[src/rtl/spi_pkg.sv]
// Shared types and constants for the SPI command controller.
package spi_pkg;
  localparam int         DEF_FIFO_DEPTH = 16;
  localparam logic [7:0] OP_WRITE       = 8'h3C;
  localparam logic [7:0] OP_READ        = 8'h5B;

  typedef enum logic [2:0] {ST_IDLE, ST_CHECK, ST_START, ST_BUSY, ST_DONE} state_t;
endpackage

[src/rtl/spi_byte_fifo.sv]
// Synchronous show-ahead byte FIFO with occupancy count.
module spi_byte_fifo #(
  parameter int DEPTH = 16,
  parameter int AW    = $clog2(DEPTH)
) (
  input  logic        clk,
  input  logic        rst,
  input  logic        push,
  input  logic [7:0]  din,
  input  logic        pop,
  output logic [7:0]  dout,
  output logic        full,
  output logic        empty,
  output logic [AW:0] count
);
  logic [7:0]    mem [DEPTH];
  logic [AW-1:0] wr_ptr, rd_ptr;
  logic          do_push, do_pop;

  assign empty   = (count == '0);
  assign full    = (count == (AW+1)'(DEPTH));
  assign do_pop  = pop & ~empty;
  // a push into a full FIFO is fine when the head leaves in the same cycle
  assign do_push = push & (~full | do_pop);

  always_ff @(posedge clk or posedge rst) begin
    if (rst) begin
      wr_ptr <= '0;
      rd_ptr <= '0;
      count  <= '0;
    end else begin
      if (do_push) wr_ptr <= wr_ptr + 1'b1;
      if (do_pop)  rd_ptr <= rd_ptr + 1'b1;
      count <= count + (AW+1)'(do_push) - (AW+1)'(do_pop);
    end
  end

  always_ff @(posedge clk) begin
    if (do_push) mem[wr_ptr] <= din;
  end

  assign dout = empty ? 8'h00 : mem[rd_ptr];
endmodule

[src/rtl/spi_cmd_ctrl.sv]
// Host command front-end for an SPI master: validates commands, feeds
// address/payload bytes on request and collects read data.
module spi_cmd_ctrl
  import spi_pkg::*;
#(
  parameter int FIFO_DEPTH = DEF_FIFO_DEPTH
) (
  input  logic       clk,
  input  logic       rst,
  input  logic       cmd_valid,
  output logic       cmd_ready,
  input  logic       cmd_wr,
  input  logic [7:0] cmd_len,
  input  logic [7:0] cmd_addr,
  input  logic       tx_valid,
  output logic       tx_ready,
  input  logic [7:0] tx_data,
  output logic       rx_valid,
  input  logic       rx_ready,
  output logic [7:0] rx_data,
  output logic       busy,
  output logic       done,
  output logic       err,
  output logic       start_trig,
  output logic       wr,
  output logic [7:0] len,
  input  logic       wdat_req,
  output logic [7:0] wdat,
  input  logic       rdat_vld,
  input  logic [7:0] rdat,
  input  logic       trans_over
);
  localparam int AW = $clog2(FIFO_DEPTH);

  state_t      state, state_n;
  logic        lat_wr, first_req, sticky_uf, reject, feed;
  logic [7:0]  lat_len, lat_addr, tx_dout;
  logic        tx_full, tx_empty, tx_pop, rx_full, rx_empty, rx_push;
  logic [AW:0] tx_cnt, rx_cnt;

  spi_byte_fifo #(.DEPTH(FIFO_DEPTH)) u_tx (
    .clk(clk), .rst(rst), .push(tx_valid & tx_ready), .din(tx_data), .pop(tx_pop),
    .dout(tx_dout), .full(tx_full), .empty(tx_empty), .count(tx_cnt)
  );

  spi_byte_fifo #(.DEPTH(FIFO_DEPTH)) u_rx (
    .clk(clk), .rst(rst), .push(rx_push), .din(rdat), .pop(rx_valid & rx_ready),
    .dout(rx_data), .full(rx_full), .empty(rx_empty), .count(rx_cnt)
  );

  assign tx_ready = ~tx_full;
  assign rx_valid = ~rx_empty;
  assign rx_push  = rdat_vld & (state == ST_BUSY) & ~lat_wr & ~rx_full;
  assign feed     = wdat_req & (state == ST_BUSY);
  assign tx_pop   = feed & ~first_req & lat_wr & ~tx_empty;
  assign wr       = lat_wr;
  assign len      = lat_len;

  // the whole payload must already be buffered (write) or have room (read)
  assign reject = (lat_len == 8'd0) || (int'(lat_len) > FIFO_DEPTH) ||
                  ( lat_wr && int'(tx_cnt) < int'(lat_len)) ||
                  (!lat_wr && (FIFO_DEPTH - int'(rx_cnt)) < int'(lat_len));

  always_ff @(posedge clk or posedge rst) begin
    if (rst) state <= ST_IDLE;
    else     state <= state_n;
  end

  always_comb begin
    state_n = state;
    case (state)
      ST_IDLE:  if (cmd_valid) state_n = ST_CHECK;
      ST_CHECK: state_n = reject ? ST_IDLE : ST_START;
      ST_START: state_n = ST_BUSY;
      ST_BUSY:  if (trans_over) state_n = ST_DONE;
      ST_DONE:  state_n = ST_IDLE;
      default:  state_n = ST_IDLE;
    endcase
  end

  always_comb begin
    cmd_ready  = (state == ST_IDLE);
    busy       = (state != ST_IDLE);
    start_trig = (state == ST_START);
    done       = (state == ST_DONE);
    err        = ((state == ST_CHECK) && reject) || ((state == ST_DONE) && sticky_uf);
  end

  always_ff @(posedge clk or posedge rst) begin
    if (rst) begin
      lat_wr    <= 1'b0;
      lat_len   <= 8'h00;
      lat_addr  <= 8'h00;
      first_req <= 1'b0;
      sticky_uf <= 1'b0;
      wdat      <= 8'hFF;
    end else begin
      if (state == ST_IDLE && cmd_valid) begin
        lat_wr   <= cmd_wr;
        lat_len  <= cmd_len;
        lat_addr <= cmd_addr;
      end
      if (state == ST_START) first_req <= 1'b1;
      if (feed) begin
        first_req <= 1'b0;
        if (first_req)   wdat <= lat_addr;
        else if (tx_pop) wdat <= tx_dout;
        else begin
          wdat      <= 8'hFF;
          sticky_uf <= 1'b1;
        end
      end
      if (state == ST_DONE) sticky_uf <= 1'b0;
    end
  end
endmodule

[config.mk]
export PLATFORM = sky130hd
export DESIGN_NAME = spi_cmd_ctrl
export DESIGN_NICKNAME = d
export VERILOG_FILES = /design/src/rtl/spi_pkg.sv /design/src/rtl/spi_byte_fifo.sv /design/src/rtl/spi_cmd_ctrl.sv
export SDC_FILE = /design/constraint.sdc
export NUM_CORES = 1
export LEC_CHECK = 0
export CORE_ASPECT_RATIO = 0.7
export CORE_MARGIN = 5
export CORE_UTILIZATION = 48
export CTS_CLUSTER_DIAMETER = 30
export CTS_CLUSTER_SIZE = 20
export DETAILED_ROUTE_END_ITERATION = 10
export PLACE_DENSITY = 0.75
export SYNTH_ARGS = -nofsm -noshare
export SYNTH_HDL_FRONTEND = slang
export SYNTH_SLANG_ARGS = --single-unit
[constraint.sdc]
create_clock -name clk -period 2.81 [get_ports clk]
set_input_delay 0.562 -clock clk [delete_from_list [all_inputs] [get_ports clk]]
set_output_delay 0.562 -clock clk [all_outputs]
set_load 0.01 [all_outputs]
# Yosys cells after proc, flatten, opt, wreduce, memory -nomap -nowiden

Memories as Yosys holds them, arrays and structs flattened.
Index checks and enable logic that the tools add are counted.

Memories kept: 2
Latch bits: 0
ROM bits: 0
Bits in registers: 56
RAM bits: 256
Output and inout bits: 32
Input port bits: 41
Logic and storage cells: 95

Reductions and logical operators: 19
Mux-type cells: 18
$lt $le $gt $ge: 3
Shift operators: 0
Add/sub/neg operators: 9
Multiply operators: 0
Equal/unequal tests: 10
Bitwise gates (word level): 21
Div/mod/pow operators: 0

Memory list:

| memory   | words | bits a word | rd ports | clocked after Yosys merged registers in | wr ports | RTL line            | RTL |
|---|---|---|---|---|---|---|---|
| u_rx.mem | 16    | 8           | 1        | 0                                       | 1        | spi_byte_fifo.sv:16 | `logic [7:0] mem [DEPTH];` |
| u_tx.mem | 16    | 8           | 1        | 0                                       | 1        | spi_byte_fifo.sv:16 |  |

Operators by type and width:

| kind                                                          | count |
|---|---|
| 2-to-1 mux 8 bit                                              | 4 |
| adder 4 x 1 -> 4 bit, second input constant                   | 4 |
| bitwise AND 1 bit                                             | 13 |
| case mux 3 bit (4 select lines)                               | 1 |
| adder 5 x 1 -> 5 bit                                          | 2 |
| equality test 5 bit, second input constant                    | 2 |
| zero test 5 bit                                               | 2 |
| 2-to-1 mux 1 bit                                              | 10 |
| subtractor 5 x 1 -> 5 bit                                     | 2 |
| < comparator 6 x 9 -> 1 bit                                   | 1 |
| greater-than comparator 8 x 5 -> 1 bit, second input constant | 1 |
| zero test 8 bit                                               | 1 |
| < comparator 5 x 8 -> 1 bit                                   | 1 |
| != test 2 bit, second input constant                          | 4 |
| equality test 3 x 2 -> 1 bit, second input constant           | 2 |
| 2-to-1 mux 3 bit                                              | 2 |
| NOT 1 bit                                                     | 6 |
| subtractor 5 x 5 -> 6 bit, first input constant               | 1 |
| logical AND 1 bit                                             | 5 |
| logical OR 1 bit                                              | 4 |
| nonzero test 2 bit                                            | 2 |
| equality test 3 x 1 -> 1 bit, second input constant           | 1 |
| equality test 3 bit, second input constant                    | 1 |
| zero test 3 bit                                               | 1 |
| 6 further kinds                                               | 7 |

# Logic depth before layout (Yosys ltp)

Gate-level depths: netlist (run 1).

Depth after elaboration: 10
Mapped depth: 16
Gate-level depth less buffers: 15

# Modules after synthesis

A second synthesis (run 1) with hierarchy kept.

Cells, all modules: 735
Area, all modules: 13,310.3 um^2

Modules (own cells, without submodules):

| module        | area an instance (um^2) | instances | cells each |
|---|---|---|---|
| spi_byte_fifo | 5,825.6                 | 2         | 290 |
| spi_cmd_ctrl  | 1,659.1                 | 1         | 155 |

# Worst setup path before layout (run 1)

No wires, ideal clock.

Path type: register -> register
Start point: reg u_rx.count[1]
End point: reg u_rx.count[4]
Arrival time: 2.530 ns
Library setup time: 0.122 ns
Path slack: 0.158 ns
Stages on the path, launching flop included: 17
Data required time: 2.688 ns
Buffers on the path: 1
Cells stage by stage: dfrtp_1 -> inv_1 -> ha_1 -> and2_1 -> ha_1 -> nor2b_1 -> clkbuf_1 -> ha_1 -> inv_1 -> ha_1 -> inv_1 -> fa_1 -> nor2_1 -> nor2_1 -> nor2_1 -> nor2_1 -> xnor2_1

Word-level cells in the longest chain between the ends: 8
Elaborated cells on any way between the ends: 11
Classes of those cells: add/sub (2); eq/ne (1); bitwise (7); reduce/logical (1)

RTL lines:

| item                        | RTL line                                | RTL |
|---|---|---|
| from (decl)                 | spi_byte_fifo.sv:14                     | `output logic [AW:0] count` |
| from (signal assigned)      | spi_byte_fifo.sv:34                     | `count <= count + (AW+1)'(do_push) - (AW+1)'(do_pop);` |
| zero test 5 bit *           | spi_byte_fifo.sv:20                     | `assign empty = (count == '0);` |
| NOT 1 bit *                 | spi_byte_fifo.sv:22, spi_cmd_ctrl.sv:52 |  |
| bitwise AND 1 bit           | spi_cmd_ctrl.sv:47                      | `.clk(clk), .rst(rst), .push(rx_push), .din(rdat), .pop(rx_valid & rx_ready),` |
| bitwise AND 1 bit *         | spi_byte_fifo.sv:22                     | `assign do_pop = pop & ~empty;` |
| via u_rx.do_pop             | spi_byte_fifo.sv:18                     | `logic do_push, do_pop;` |
| OR 1 bit                    | spi_byte_fifo.sv:24                     | `assign do_push = push & (~full \| do_pop);` |
| bitwise AND 1 bit           | spi_byte_fifo.sv:24                     |  |
| adder 5 x 1 -> 5 bit        | spi_byte_fifo.sv:34                     |  |
| subtractor 5 x 1 -> 5 bit * | spi_byte_fifo.sv:34                     |  |

Mark *: on every way through the listed nets, which the timed path passes. The rest lies on a longest branch.
A chain may end at the register's enable or synchronous reset.

# Final worst setup path (run 1)

Start point: reg u_rx.count[1]
End point: out err

Word-level cells in the longest chain between the ends: 6

RTL lines:

| item                        | RTL line           | RTL |
|---|---|---|
| subtractor 5 x 5 -> 6 bit   | spi_cmd_ctrl.sv:62 | `(!lat_wr && (FIFO_DEPTH - int'(rx_cnt)) < int'(lat_len));` |
| < comparator 6 x 9 -> 1 bit | spi_cmd_ctrl.sv:62 |  |
| logical AND 1 bit           | spi_cmd_ctrl.sv:62 |  |
| logical OR 1 bit            | spi_cmd_ctrl.sv:61 | `( lat_wr && int'(tx_cnt) < int'(lat_len)) \|\|` |
| logical AND 1 bit           | spi_cmd_ctrl.sv:86 | `err = ((state == ST_CHECK) && reject) \|\| ((state == ST_DONE) && sticky_uf);` |
| logical OR 1 bit            | spi_cmd_ctrl.sv:86 |  |
| to (decl)                   | spi_cmd_ctrl.sv:23 | `output logic err,` |

Every way passes these cells.

==> parameters.txt, run 1 <==
Parameter                              Value

Worst setup path
  Slowest-stage cell, CP    sky130_fd_sc_hd__dfrtp_1
  Largest delay contributor family on the critical path    adder cells
  Largest incremental delay on the critical path    roughly 370 ps
  CP dominant cell by count    sky130_fd_sc_hd__ha_4
  Type of destination of the critical path    output pin
  Critical setup path kind    reg -> out
  Worst Path Required    2250 ps
  Data arrival time at the worst-slack endpoint    about 2400 ps
  Crit path cell chain    inv_2, ha_4, and2_4, ha_4, inv_2, ha_4, a211oi_2, o21ai_1, nand2b_1, o211ai_1, buf_2
  CP max FO    2
  Origin of the critical flop-to-flop path    u_tx.count[2]$_DFF_PP0_
  Crit path launch type    register
  Crit path buffers/inverters    3
  Critical path launch point    u_rx.count[1]$_DFF_PP0_

STA
  Maximum frequency from static timing analysis    333 MHz
  Number of failing hold endpoints at the final stage    0
  Finish-stage setup viols    1
  Final critical-path required period    3010 ps
  Unrepaired setup endpoints after global routing    yes
  Final worst path period share    107%
  Worst setup margin    -197 ps
  TNS Setup    -197 ps
  Measured slew at the worst slew-check pin    1100 ps
  Post-route clock skew    between 20 and 25 ps
  Worst rel slew slack    26.4%
  Count of final max-slew check failures    0

Routing
  Remaining design rule violation count    0
  Vias per cell    about 5.5
  Pre-antenna DRT Iters    5
  Routed Antenna Nets    0
  Detailed Route Iter0 Violations    around 580
  Vias post-DR    6980
  Post-DR wirelength/cell    about 21 um
  Total routed wirelength    roughly 27000 um

Finish
  Number of fill cells    between 1.5k and 2k
  Nets@finish    ~950
  Utilization after layout    a little over 60%
  Synth-to-layout area growth    24.4%
  Post-route cell area    16200 sq um
  Diode count    0
  Total area of sequential cells    around 9100 sq um
  Footprint of the multi-input gates    between 3000 and 4000 sq um
  Ratio of cells with drive above 1 in the final layout    between 30 and 40%
  Most common library cell in the layout ignoring fill and taps    sky130_fd_sc_hd__edfxtp_1
  Most used cells in the layout excluding fill and tap cells    256 x sky130_fd_sc_hd__edfxtp_1, 64 x sky130_fd_sc_hd__mux4_2, 63 x sky130_fd_sc_hd__clkdlybuf4s50_1, 63 x sky130_fd_sc_hd__buf_4, 46 x sky130_fd_sc_hd__dfrtp_1

Placement
  Post-place instance area    roughly 14000 sq um
  Routability cong.    between 0.8 and 0.9
  Worst setup slack before clock tree synthesis    -284 ps
  Final HPWL from detailed placement    approximately 18000 um
  Port Buffer Count    72

CTS
  Total clock buffers created by CTS    45
  Count of H-tree levels built during CTS    2
  CTS Buffer Depth    3
  Clock latency of the later-clocked register in the worst-skew pair    approximately 540 ps
  Number of sinks on the clock net    around 310
  Worst-path clk slew    60 ps
  Hold buffer count at cts    0
  TritonCTS clock tree    done
  Clock root buffer    sky130_fd_sc_hd__clkbuf_16

Logic synthesis
  Asr flop ratio synth    roughly 18%
  Portion of the post-synthesis area used by sequential elements    69.8%
  Ys Warns    0
  Synthesized instance count    720
  Per-instance average area after synthesis    18.1 sq um
  Leading register cell type out of synthesis    sky130_fd_sc_hd__edfxtp_1
  Number of flops mapped to enable cells by yosys    roughly 260
  Number of register bits inferred by synthesis    312
  Mapped Nets    between 700 and 800
  Post-Syn Area    around 13000 sq um
  Number of library cell types mapped by synthesis    59

Pwr
  Peak supply drop    between 0.4 and 0.5 mV
  Leakage Power    5.75 nW
  Final Power    about 16 mW
  Power density over the cells    around 1000 nW/um^2

GRT
  Grt total ovfl    0
  Antenna violations before repair    0
  Global Route Usage Sum    a little under a fifth
  Vias in the first global route    approximately 7.5k
  Maximum number of pins on one net before global-route repair    35
  First-pass GRT wire length    between 40000 and 50000 um

Die
  Placeable core area    about 27000 sq um
  Num ports    73
  Die ar.    roughly 31000 sq um
  Starting density of the core    approximately half
  Die Y-Extent    about 150 um
  Die X    slightly above 200 um
  Placement Rows    50

Min path
  Min-delay worst type    in -> async

Job
  Max-cap viol count    0

Run status
  Result of the run    complete, but fails checks
  Violated checks    setup timing
-- area by class of cell --
type	instances	area share, %
multi-input combinational	331	22.5
tap	364	2.81
timing repair buffer	143	7.96
sequential	312	56.1
clock inverter	35	2.57
inverter	42	0.972
clock buffer	48	7.07
-- routing by layer --
layer,vias to the layer above,GRT usage (%),part of all wire [%]
li1,3139,-,-
met1,3572,27.0,47
met2,225,26.5,44
met3,44,5.18,7.6
met4,0,4.49,1.6
met5,-,0,0
-- sequential cells by signal, summed over array words and instances (netlist names), 5 cells and up --
register and flops:
u_rx.mem 128, u_tx.mem 128, lat_addr 8, len 8
wdat 8, u_rx.count 5, u_tx.count 5
-- cell families (layout without fill, tap and decap cells) --
family,Yosys count,count (layout),share of synthesized area [%]
buffers and inverters,77,268,3.21
adder cells (fa/ha/maj),37,37,3.66
XOR/XNOR,22,22,1.54
flip-flops,312,312,69.8
multiplexers,95,95,13.5
AND/OR/NAND/NOR,102,102,4.32
AO/OA/AOI/OAI,75,75,4.00
-- synth_stat cells (2+ instances only) --
library cell / count / area share (%)
sky130_fd_sc_hd__buf_2: 10 / 0.38
sky130_fd_sc_hd__xnor2_1: 16 / 1.1
sky130_fd_sc_hd__nand4_1: 5 / 0.24
sky130_fd_sc_hd__mux4_2: 64 / 11
sky130_fd_sc_hd__o211ai_1: 2 / 0.12
sky130_fd_sc_hd__mux2_2: 2 / 0.17
sky130_fd_sc_hd__ha_1: 35 / 3.4
sky130_fd_sc_hd__and2_1: 9 / 0.43
sky130_fd_sc_hd__nand2b_1: 7 / 0.34
sky130_fd_sc_hd__buf_1: 3 / 0.086
sky130_fd_sc_hd__clkbuf_1: 6 / 0.17
sky130_fd_sc_hd__a21oi_1: 22 / 0.84
sky130_fd_sc_hd__o21ai_2: 8 / 0.54
sky130_fd_sc_hd__dfrtp_1: 48 / 9.2
sky130_fd_sc_hd__nor4_2: 2 / 0.19
sky130_fd_sc_hd__inv_1: 39 / 1.1
sky130_fd_sc_hd__nor3b_1: 4 / 0.23
sky130_fd_sc_hd__inv_2: 2 / 0.058
sky130_fd_sc_hd__edfxtp_1: 256 / 59
sky130_fd_sc_hd__nor2_1: 27 / 0.78
sky130_fd_sc_hd__fa_1: 2 / 0.31
sky130_fd_sc_hd__buf_6: 6 / 0.52
sky130_fd_sc_hd__nor3_1: 4 / 0.15
sky130_fd_sc_hd__nor4_1: 4 / 0.19
sky130_fd_sc_hd__nor2b_1: 3 / 0.14
sky130_fd_sc_hd__dfstp_2: 8 / 1.6
sky130_fd_sc_hd__mux2_1: 5 / 0.43
sky130_fd_sc_hd__a221oi_1: 8 / 0.54
sky130_fd_sc_hd__nand2_2: 4 / 0.19
sky130_fd_sc_hd__a211oi_1: 3 / 0.17
sky130_fd_sc_hd__o21ai_0: 7 / 0.27
sky130_fd_sc_hd__xor2_1: 5 / 0.34
sky130_fd_sc_hd__buf_8: 3 / 0.35
sky130_fd_sc_hd__a21o_1: 3 / 0.17
sky130_fd_sc_hd__o22ai_1: 16 / 0.77
sky130_fd_sc_hd__buf_4: 5 / 0.29
sky130_fd_sc_hd__nand2_1: 22 / 0.63
sky130_fd_sc_hd__mux2i_1: 24 / 1.8
-- stage by stage --
step	hold WS (ps)	instances
floorplan	455	720
finish	506	1275
global route	531	1275
CTS	508	1274
detailed placement	505	1186
global placement	490	1186
-- worst register-to-register path: stages (launching register included) --
cell and delay [ps]:
sky130_fd_sc_hd__dfrtp_1 400, sky130_fd_sc_hd__inv_1 90, sky130_fd_sc_hd__ha_1 170, sky130_fd_sc_hd__inv_1 70, sky130_fd_sc_hd__o41ai_4 360, sky130_fd_sc_hd__nor3_4 90
sky130_fd_sc_hd__ha_1 300, sky130_fd_sc_hd__inv_1 40, sky130_fd_sc_hd__ha_1 200, sky130_fd_sc_hd__fa_1 420, sky130_fd_sc_hd__a21oi_1 150, sky130_fd_sc_hd__nor2_1 60
sky130_fd_sc_hd__nor2_1 110, sky130_fd_sc_hd__xnor2_1 120
-- power breakdown --
group / internal, mW / leakage [nW] / total, mW / switching [mW]
Combinational: 2.35 / 2.03 / 4.63 / 2.28
Clock: 3.59 / 0.754 / 5.73 / 2.14
Sequential: 5.61 / 2.97 / 6.02 / 0.414
Total: 11.5 / 5.75 / 16.4 / 4.83
-- repair_timing --
item,4_1_cts,5_1_grt
resized for setup,64,7
setup buffers,5,1
gates cloned,0,0
pin swaps,6,4
setup endpoints to repair,9,8
-- path summary, 6_finish.rpt --
path | endpoint | slack [ps] | cells after the start
max reg2reg | u_tx.count[4]$_DFF_PP0_ | 160 | 13
min reg2reg | len[5]$_DFFE_PP0P_ | 510 | 1
min in group clk | len[5]$_DFFE_PP0P_ | 510 | 1
max in group asynchronous | u_rx.rd_ptr[0]$_DFFE_PP0P_ | 1600 | 3
min | u_tx.wr_ptr[1]$_DFFE_PP0P_ | 510 | 2
max | err | -200 | 11
Note: power is estimated with default switching activity, not from simulation.
==> run 2, diff against run 1 <==
--- a/config.mk
+++ b/config.mk
@@ -11,6 +11,7 @@
 export CTS_CLUSTER_DIAMETER = 30
 export CTS_CLUSTER_SIZE = 20
 export DETAILED_ROUTE_END_ITERATION = 10
+export MAX_ROUTING_LAYER = met4
 export PLACE_DENSITY = 0.75
 export SYNTH_ARGS = -nofsm -noshare
 export SYNTH_HDL_FRONTEND = slang
==> run 2 against run 1 <==
The run still ends with setup timing left. Combinational power hardly changed. First-iteration DRC count is 14% lower. Critical path depth stayed put. Die area stayed put. Worst setup slack better by 3.5 ps. Highest routed layer unchanged.
==> parameters.txt, run 2 (synthesis results as in run 1) <==
Parameter                              Value

Run status
  Result of the run    complete, but fails checks (unchanged)
  Violated checks    setup timing (unchanged)

Routing
  Routed Antenna Nets    0 (unchanged)
  Total routed wirelength    27200 um (about the same)
  Pre-antenna DRT Iters    4 (was 5)
  Vias post-DR    6974 (was 6980)
  Post-DR wirelength/cell    21.4 um (was 21.3 um)
  Remaining design rule violation count    0 (unchanged)
  Vias per cell    5.47 (about the same)
  Detailed Route Iter0 Violations    497 (was 575)

Pwr
  Internal power    11.5 mW (about the same)
  Sw power    4.83 mW (about the same)
  Net switching fraction of the power    29.5% (about the same)
  Fraction of power consumed by sequential logic    36.8% (about the same)
  Leakage Power    5.75 nW (unchanged)
  Portion of total power attributed to the clock network    35.0% (about the same)
  Power density over the cells    1010 nW/um^2 (about the same)
  Share of power burned in combinational logic    28.3% (was 28.2%)
  Peak supply drop    0.476 mV (about the same)

GRT
  Grt total ovfl    0 (unchanged)
  Global Route Usage Sum    18.6% (was 18.0%)
  Vias in the first global route    7451 (was 7477)
  Antenna violations before repair    0 (unchanged)
  First-pass GRT wire length    43000 um (about the same)
  Maximum number of pins on one net before global-route repair    35 (unchanged)

Worst setup path
  Crit path buffers/inverters    3 (unchanged)
  Crit path cell chain    inv_2, ha_4, and2_4, ha_4, inv_2, ha_4, a211oi_2, o21ai_1, nand2b_1, o211ai_1, buf_2 (unchanged)
  Largest incremental delay on the critical path    370 ps (about the same)
  Internal reg-to-reg setup slack    160 ps (about the same)
  Largest delay contributor family on the critical path    adder cells (unchanged)
  CP max FO    2 (unchanged)
  Origin of the critical flop-to-flop path    u_tx.count[2]$_DFF_PP0_ (unchanged)
  CP dominant cell by count    sky130_fd_sc_hd__ha_4 (unchanged)
  Crit path launch type    register (unchanged)
  Worst flop-to-flop path endpoint    u_tx.count[4]$_DFF_PP0_ (unchanged)
  Critical path launch point    u_rx.count[1]$_DFF_PP0_ (unchanged)
  Critical setup path kind    reg -> out (unchanged)
  Slowest-stage cell, CP    sky130_fd_sc_hd__dfrtp_1 (unchanged)
  Worst Path Required    2250 ps (about the same)
  Worst reg2reg path depth    13 (unchanged)
  Data arrival time at the worst-slack endpoint    2440 ps (about the same)
  Type of destination of the critical path    output pin (unchanged)

STA
  Finish-stage setup viols    1 (unchanged)
  Worst setup margin    -193 ps (was -197 ps)
  Final critical-path required period    3000 ps (was 3010 ps)
  Measured slew at the worst slew-check pin    1040 ps (was 1100 ps)
  Unrepaired setup endpoints after global routing    yes (unchanged)
  Number of failing hold endpoints at the final stage    0 (unchanged)
  TNS Setup    -193 ps (was -197 ps)
  Count of final max-slew check failures    0 (unchanged)
  Maximum frequency from static timing analysis    333 MHz (about the same)
  Post-route clock skew    23.9 ps (was 22.5 ps)
  Worst rel slew slack    29.8% (was 26.4%)
  Final worst path period share    107% (about the same)

CTS
  TritonCTS clock tree    done (unchanged)
  Total clock buffers created by CTS    45 (unchanged)
  Count of H-tree levels built during CTS    2 (unchanged)
  Hold buffer count at cts    0 (unchanged)
  CTS Buffer Depth    3 (unchanged)
  Clock root buffer    sky130_fd_sc_hd__clkbuf_16 (unchanged)
  Worst-path clk slew    60 ps (about the same)
  Number of sinks on the clock net    312 (unchanged)
  Clock latency of the later-clocked register in the worst-skew pair    540 ps (about the same)

Finish
  Synth-to-layout area growth    24.4% (unchanged)
  Utilization after layout    60.6% (unchanged)
  Ratio of cells with drive above 1 in the final layout    31.3% (unchanged)
  Post-route cell area    16200 sq um (unchanged)
  Diode count    0 (unchanged)
  Most used cells in the layout excluding fill and tap cells    256 x sky130_fd_sc_hd__edfxtp_1, 64 x sky130_fd_sc_hd__mux4_2, 63 x sky130_fd_sc_hd__clkdlybuf4s50_1, 63 x sky130_fd_sc_hd__buf_4, 46 x sky130_fd_sc_hd__dfrtp_1 (unchanged)
  Registers with the highest flip-flop counts    u_rx.mem (128), u_tx.mem (128) (unchanged)
  Nets@finish    953 (unchanged)
  Most common library cell in the layout ignoring fill and taps    sky130_fd_sc_hd__edfxtp_1 (unchanged)
  Number of fill cells    1961 (unchanged)
  Final cell count without fillers    1275 (unchanged)

Die
  Die X    207 um (unchanged)
  Placeable core area    26800 sq um (unchanged)
  Starting density of the core    48.7% (unchanged)
  Num ports    73 (unchanged)
  Placement Rows    50 (unchanged)
  Die Y-Extent    148 um (unchanged)
  Die ar.    30600 sq um (unchanged)

Placement
  Port Buffer Count    72 (unchanged)
  # placed instances    1186 (unchanged)
  Routability cong.    0.827 (was 0.814)
  Final HPWL from detailed placement    18000 um (unchanged)
  Post-place instance area    14500 sq um (unchanged)

Min path
  Min-delay worst type    in -> async (unchanged)

Job
  Max-cap viol count    0 (unchanged)
## run 2: cell counts in the layout (fill, tap and decap cells not counted)
No cell type changed its count.
## run 2: power by group through the flow
stage	registers [mW]	clock network, mW	logic (mW)
2_1_floorplan	5.99	0	2.89
3_3_place_gp	6.11	0	4.23
3_5_place_dp	6.13	0	4.34
4_1_cts	6.02	5.85	4.63
5_1_grt	6.09	6.08	5.08
6_report	6.02	5.73	4.63
## run 2: layout make-up
cell class,count,area (sq um),area share [%]
sequential,312,9100,56.1
timing repair buffer,143,1290,7.96
clock inverter,35,417,2.57
clock buffer,48,1150,7.07
inverter,42,158,0.972
tap,364,455,2.81
multi-input combinational,331,3660,22.5
## run 2: worst max-delay path by stage
stage	endpoint	slack (ps)	depth (start not counted)
after global routing	err	-330	11
after floorplan	u_rx.count[4]$_DFF_PP0_	160	16
after detailed placement	err	-280	11
after global placement	err	-250	11
after CTS	err	-200	11
final	err	-190	11
## run 2: stage by stage
stage	hold slack [ps]	worst slack, ps	power, mW
3_3_place_gp	490	-255	10.3
3_5_place_dp	505	-284	10.5
5_1_grt	531	-325	17.2
4_1_cts	508	-203	16.5
6_report	500	-193	16.4
2_1_floorplan	455	158	8.89
## run 2: what timing repair did
action                                  CTS  global route
endpoints found under the setup margin    9             8
pin swaps                                 6             4
buffers inserted                          5             1
gates resized for setup                  64             7
## run 2: worst reg2reg max path, cell delays in order (launching register included)
cell and delay, ps:
sky130_fd_sc_hd__dfrtp_1 400, sky130_fd_sc_hd__inv_1 90, sky130_fd_sc_hd__ha_1 170, sky130_fd_sc_hd__inv_1 70, sky130_fd_sc_hd__o41ai_4 360, sky130_fd_sc_hd__nor3_4 90, sky130_fd_sc_hd__ha_1 300, sky130_fd_sc_hd__inv_1 40
sky130_fd_sc_hd__ha_1 200, sky130_fd_sc_hd__fa_1 420, sky130_fd_sc_hd__a21oi_1 150, sky130_fd_sc_hd__nor2_1 60, sky130_fd_sc_hd__nor2_1 110, sky130_fd_sc_hd__xnor2_1 120
## run 2: per-layer routing
metal | GRT usage [%] | up-vias | share of wire [%]
met5 | - | - | 0
met4 | 4.49 | 0 | 1.6
met3 | 5.18 | 47 | 7.3
met2 | 26.6 | 216 | 44
met1 | 27.0 | 3575 | 47
li1 | - | 3136 | -
==> run 3, diff against run 2 <==
--- a/config.mk
+++ b/config.mk
@@ -8,6 +8,7 @@
 export CORE_ASPECT_RATIO = 0.7
 export CORE_MARGIN = 5
 export CORE_UTILIZATION = 48
+export CTS_BUF_LIST = sky130_fd_sc_hd__clkbuf_4
 export CTS_CLUSTER_DIAMETER = 30
 export CTS_CLUSTER_SIZE = 20
 export DETAILED_ROUTE_END_ITERATION = 10
==> run 3 against run 2 <==
The run still ends with setup timing left. Combinational power is essentially flat. Die area is the same. Flip-flop and latch count is the same. Critical path depth is the same. Global-route usage shrank 0.65 points. Critical path type unchanged. Critical endpoint unchanged.
==> parameters.txt, run 3 (synthesis results as in run 1) <==
Parameter                              Value

Run status
  Result of the run    complete, but fails checks (unchanged)
  Violated checks    setup timing (unchanged)

Finish
  Nets@finish    957 (was 953)
  Most common library cell in the layout ignoring fill and taps    sky130_fd_sc_hd__edfxtp_1 (unchanged)
  Most used cells in the layout excluding fill and tap cells    256 x sky130_fd_sc_hd__edfxtp_1, 65 x sky130_fd_sc_hd__buf_4, 64 x sky130_fd_sc_hd__mux4_2 (was 256 x sky130_fd_sc_hd__edfxtp_1, 64 x sky130_fd_sc_hd__mux4_2, 63 x sky130_fd_sc_hd__clkdlybuf4s50_1, 63 x sky130_fd_sc_hd__buf_4, 46 x sky130_fd_sc_hd__dfrtp_1)
  Registers with the highest flip-flop counts    u_rx.mem (128), u_tx.mem (128) (unchanged)
  Ratio of cells with drive above 1 in the final layout    32.2% (was 31.3%)
  Number of fill cells    2065 (was 1961)
  Synth-to-layout area growth    18.7% (was 24.4%)

Worst setup path
  Worst reg2reg path depth    13 (unchanged)
  Largest delay contributor family on the critical path    adder cells (unchanged)
  Crit path cell chain    inv_2, buf_4, ha_2, nor2b_4, xnor2_2, ha_2, o211ai_1, o21ai_1, nand2b_1, o211ai_1, buf_2 (was inv_2, ha_4, and2_4, ha_4, inv_2, ha_4, a211oi_2, o21ai_1, nand2b_1, o211ai_1, buf_2)
  Critical setup path kind    reg -> out (unchanged)
  Largest incremental delay on the critical path    410 ps (was 370 ps)
  Data arrival time at the worst-slack endpoint    2610 ps (was 2440 ps)
  Worst Path Required    2250 ps (about the same)
  Crit path buffers/inverters    3 (unchanged)
  Slowest-stage cell, CP    sky130_fd_sc_hd__dfrtp_1 (unchanged)
  Instance count on the critical path    11 (unchanged)
  Crit path launch type    register (unchanged)
  CP max FO    2 (unchanged)
  Type of destination of the critical path    output pin (unchanged)

STA
  TNS Setup    -899 ps (was -193 ps)
  Measured slew at the worst slew-check pin    1030 ps (was 1040 ps)
  Count of final max-slew check failures    0 (unchanged)
  Number of failing hold endpoints at the final stage    0 (unchanged)
  Worst rel slew slack    30.5% (was 29.8%)
  Unrepaired setup endpoints after global routing    yes (unchanged)
  Final worst path period share    113% (was 107%)
  Worst setup margin    -358 ps (was -193 ps)
  Finish-stage setup viols    9 (was 1)
  Post-route clock skew    66.1 ps (was 23.9 ps)
  Final critical-path required period    3170 ps (was 3000 ps)
  Maximum frequency from static timing analysis    316 MHz (was 333 MHz)

Placement
  Routability cong.    0.827 (unchanged)
  Port Buffer Count    72 (unchanged)
  Final HPWL from detailed placement    18000 um (unchanged)

Min path
  Min-delay worst type    in -> async (unchanged)

Routing
  Detailed Route Iter0 Violations    613 (was 497)
  Vias per cell    5.43 (was 5.47)
  Pre-antenna DRT Iters    4 (unchanged)
  Vias post-DR    6951 (was 6974)
  Post-DR wirelength/cell    20.5 um (was 21.4 um)
  Total routed wirelength    26200 um (was 27200 um)
  Routed Antenna Nets    0 (unchanged)
  Remaining design rule violation count    0 (unchanged)

CTS
  Number of sinks on the clock net    312 (unchanged)
  Worst-path clk slew    120 ps (was 60 ps)
  TritonCTS clock tree    done (unchanged)
  Clock latency of the later-clocked register in the worst-skew pair    680 ps (was 540 ps)
  Clock root buffer    sky130_fd_sc_hd__clkbuf_4 (was sky130_fd_sc_hd__clkbuf_16)
  CTS Buffer Depth    3 (unchanged)
  Total clock buffers created by CTS    45 (unchanged)
  Hold buffer count at cts    0 (unchanged)
  Count of H-tree levels built during CTS    2 (unchanged)

Die
  Die X    207 um (unchanged)
  Placement Rows    50 (unchanged)
  Placeable core area    26800 sq um (unchanged)
  Starting density of the core    48.7% (unchanged)
  Die Y-Extent    148 um (unchanged)
  Die ar.    30600 sq um (unchanged)
  Num ports    73 (unchanged)

Pwr
  Final Power    14.0 mW (was 16.4 mW)
  Power density over the cells    903 nW/um^2 (was 1010 nW/um^2)
  Peak supply drop    0.406 mV (was 0.476 mV)
  Leakage Power    5.44 nW (was 5.75 nW)

GRT
  Maximum number of pins on one net before global-route repair    35 (unchanged)
  First-pass GRT wire length    41700 um (was 43000 um)
  Global Route Usage Sum    18.0% (was 18.6%)
  Antenna violations before repair    1 (was 0)
  Grt total ovfl    0 (unchanged)
  Vias in the first global route    7325 (was 7451)

Job
  Max-cap viol count    0 (unchanged)
-- run 3: path summary, 6_finish.rpt --
path,slack (ps),from,to
setup / recovery,-360,u_rx.count[1]$_DFF_PP0_,err
hold / removal,340,rst,u_tx.wr_ptr[3]$_DFFE_PP0P_
setup reg to reg,160,u_tx.count[3]$_DFF_PP0_,u_tx.count[4]$_DFF_PP0_
hold reg to reg,520,len[5]$_DFFE_PP0P_,len[5]$_DFFE_PP0P_
max in group asynchronous,1760,rst,state[0]$_DFFE_PP0P_
min in group clk,430,cmd_addr[3],lat_addr[3]$_DFFE_PP0P_
-- run 3: metal layers --
layer	track usage, %	vias to the layer above	wire (um)
li1	-	3153	-
met1	27.4	3513	12800
met2	24.8	249	11100
met3	3.99	36	1880
met4	4.43	0	384
met5	-	-	0
-- run 3: timing repair --
action                     in CTS  in global routing
hold endpoints to repair        0                  0
pin swaps                      11                  2
resized for setup              74                  9
setup endpoints to repair      13                 12
buffers inserted               10                  2
-- run 3: layout make-up --
type	instances	area [sq um]	share of cell area, %
flip-flops and latches	312	9100	58.8
clock buffers	47	353	2.28
inverters	42	158	1.02
well taps	364	455	2.94
diodes	1	2.50	0.0162
clock inverters	36	410	2.65
repair buffers	147	1330	8.62
multi-input cells	331	3660	23.6
-- run 3: stage by stage --
stage	hold WS, ps	setup WS (ps)	utilization (%)	std cells	cell area, sq um
2_1_floorplan	455	158	-	720	13000
3_3_place_gp	490	-255	54.1	1186	14500
3_5_place_dp	505	-284	54.1	1186	14500
4_1_cts	303	-406	57.7	1279	15400
5_1_grt	308	-554	57.8	1280	15500
6_report	338	-358	57.8	1280	15500
-- run 3: worst reg2reg max path, cell delays in order (launching register included) --
cell and delay [ps]:
sky130_fd_sc_hd__dfrtp_1 430, sky130_fd_sc_hd__inv_1 90, sky130_fd_sc_hd__ha_1 170, sky130_fd_sc_hd__inv_1 70
sky130_fd_sc_hd__o41ai_4 360, sky130_fd_sc_hd__nor3_4 90, sky130_fd_sc_hd__ha_1 290, sky130_fd_sc_hd__inv_1 40
sky130_fd_sc_hd__ha_1 200, sky130_fd_sc_hd__fa_1 420, sky130_fd_sc_hd__a21oi_1 150, sky130_fd_sc_hd__nor2_1 60
sky130_fd_sc_hd__nor2_1 110, sky130_fd_sc_hd__xnor2_1 120
-- run 3: power by group --
group          internal [mW]  switching (mW)  leakage [nW]  total [mW]
Clock                   1.51            1.80         0.407        3.31
Sequential              5.60           0.398          2.97        6.00
Combinational           2.38            2.28          2.07        4.66
Total                   9.49            4.48          5.44        14.0
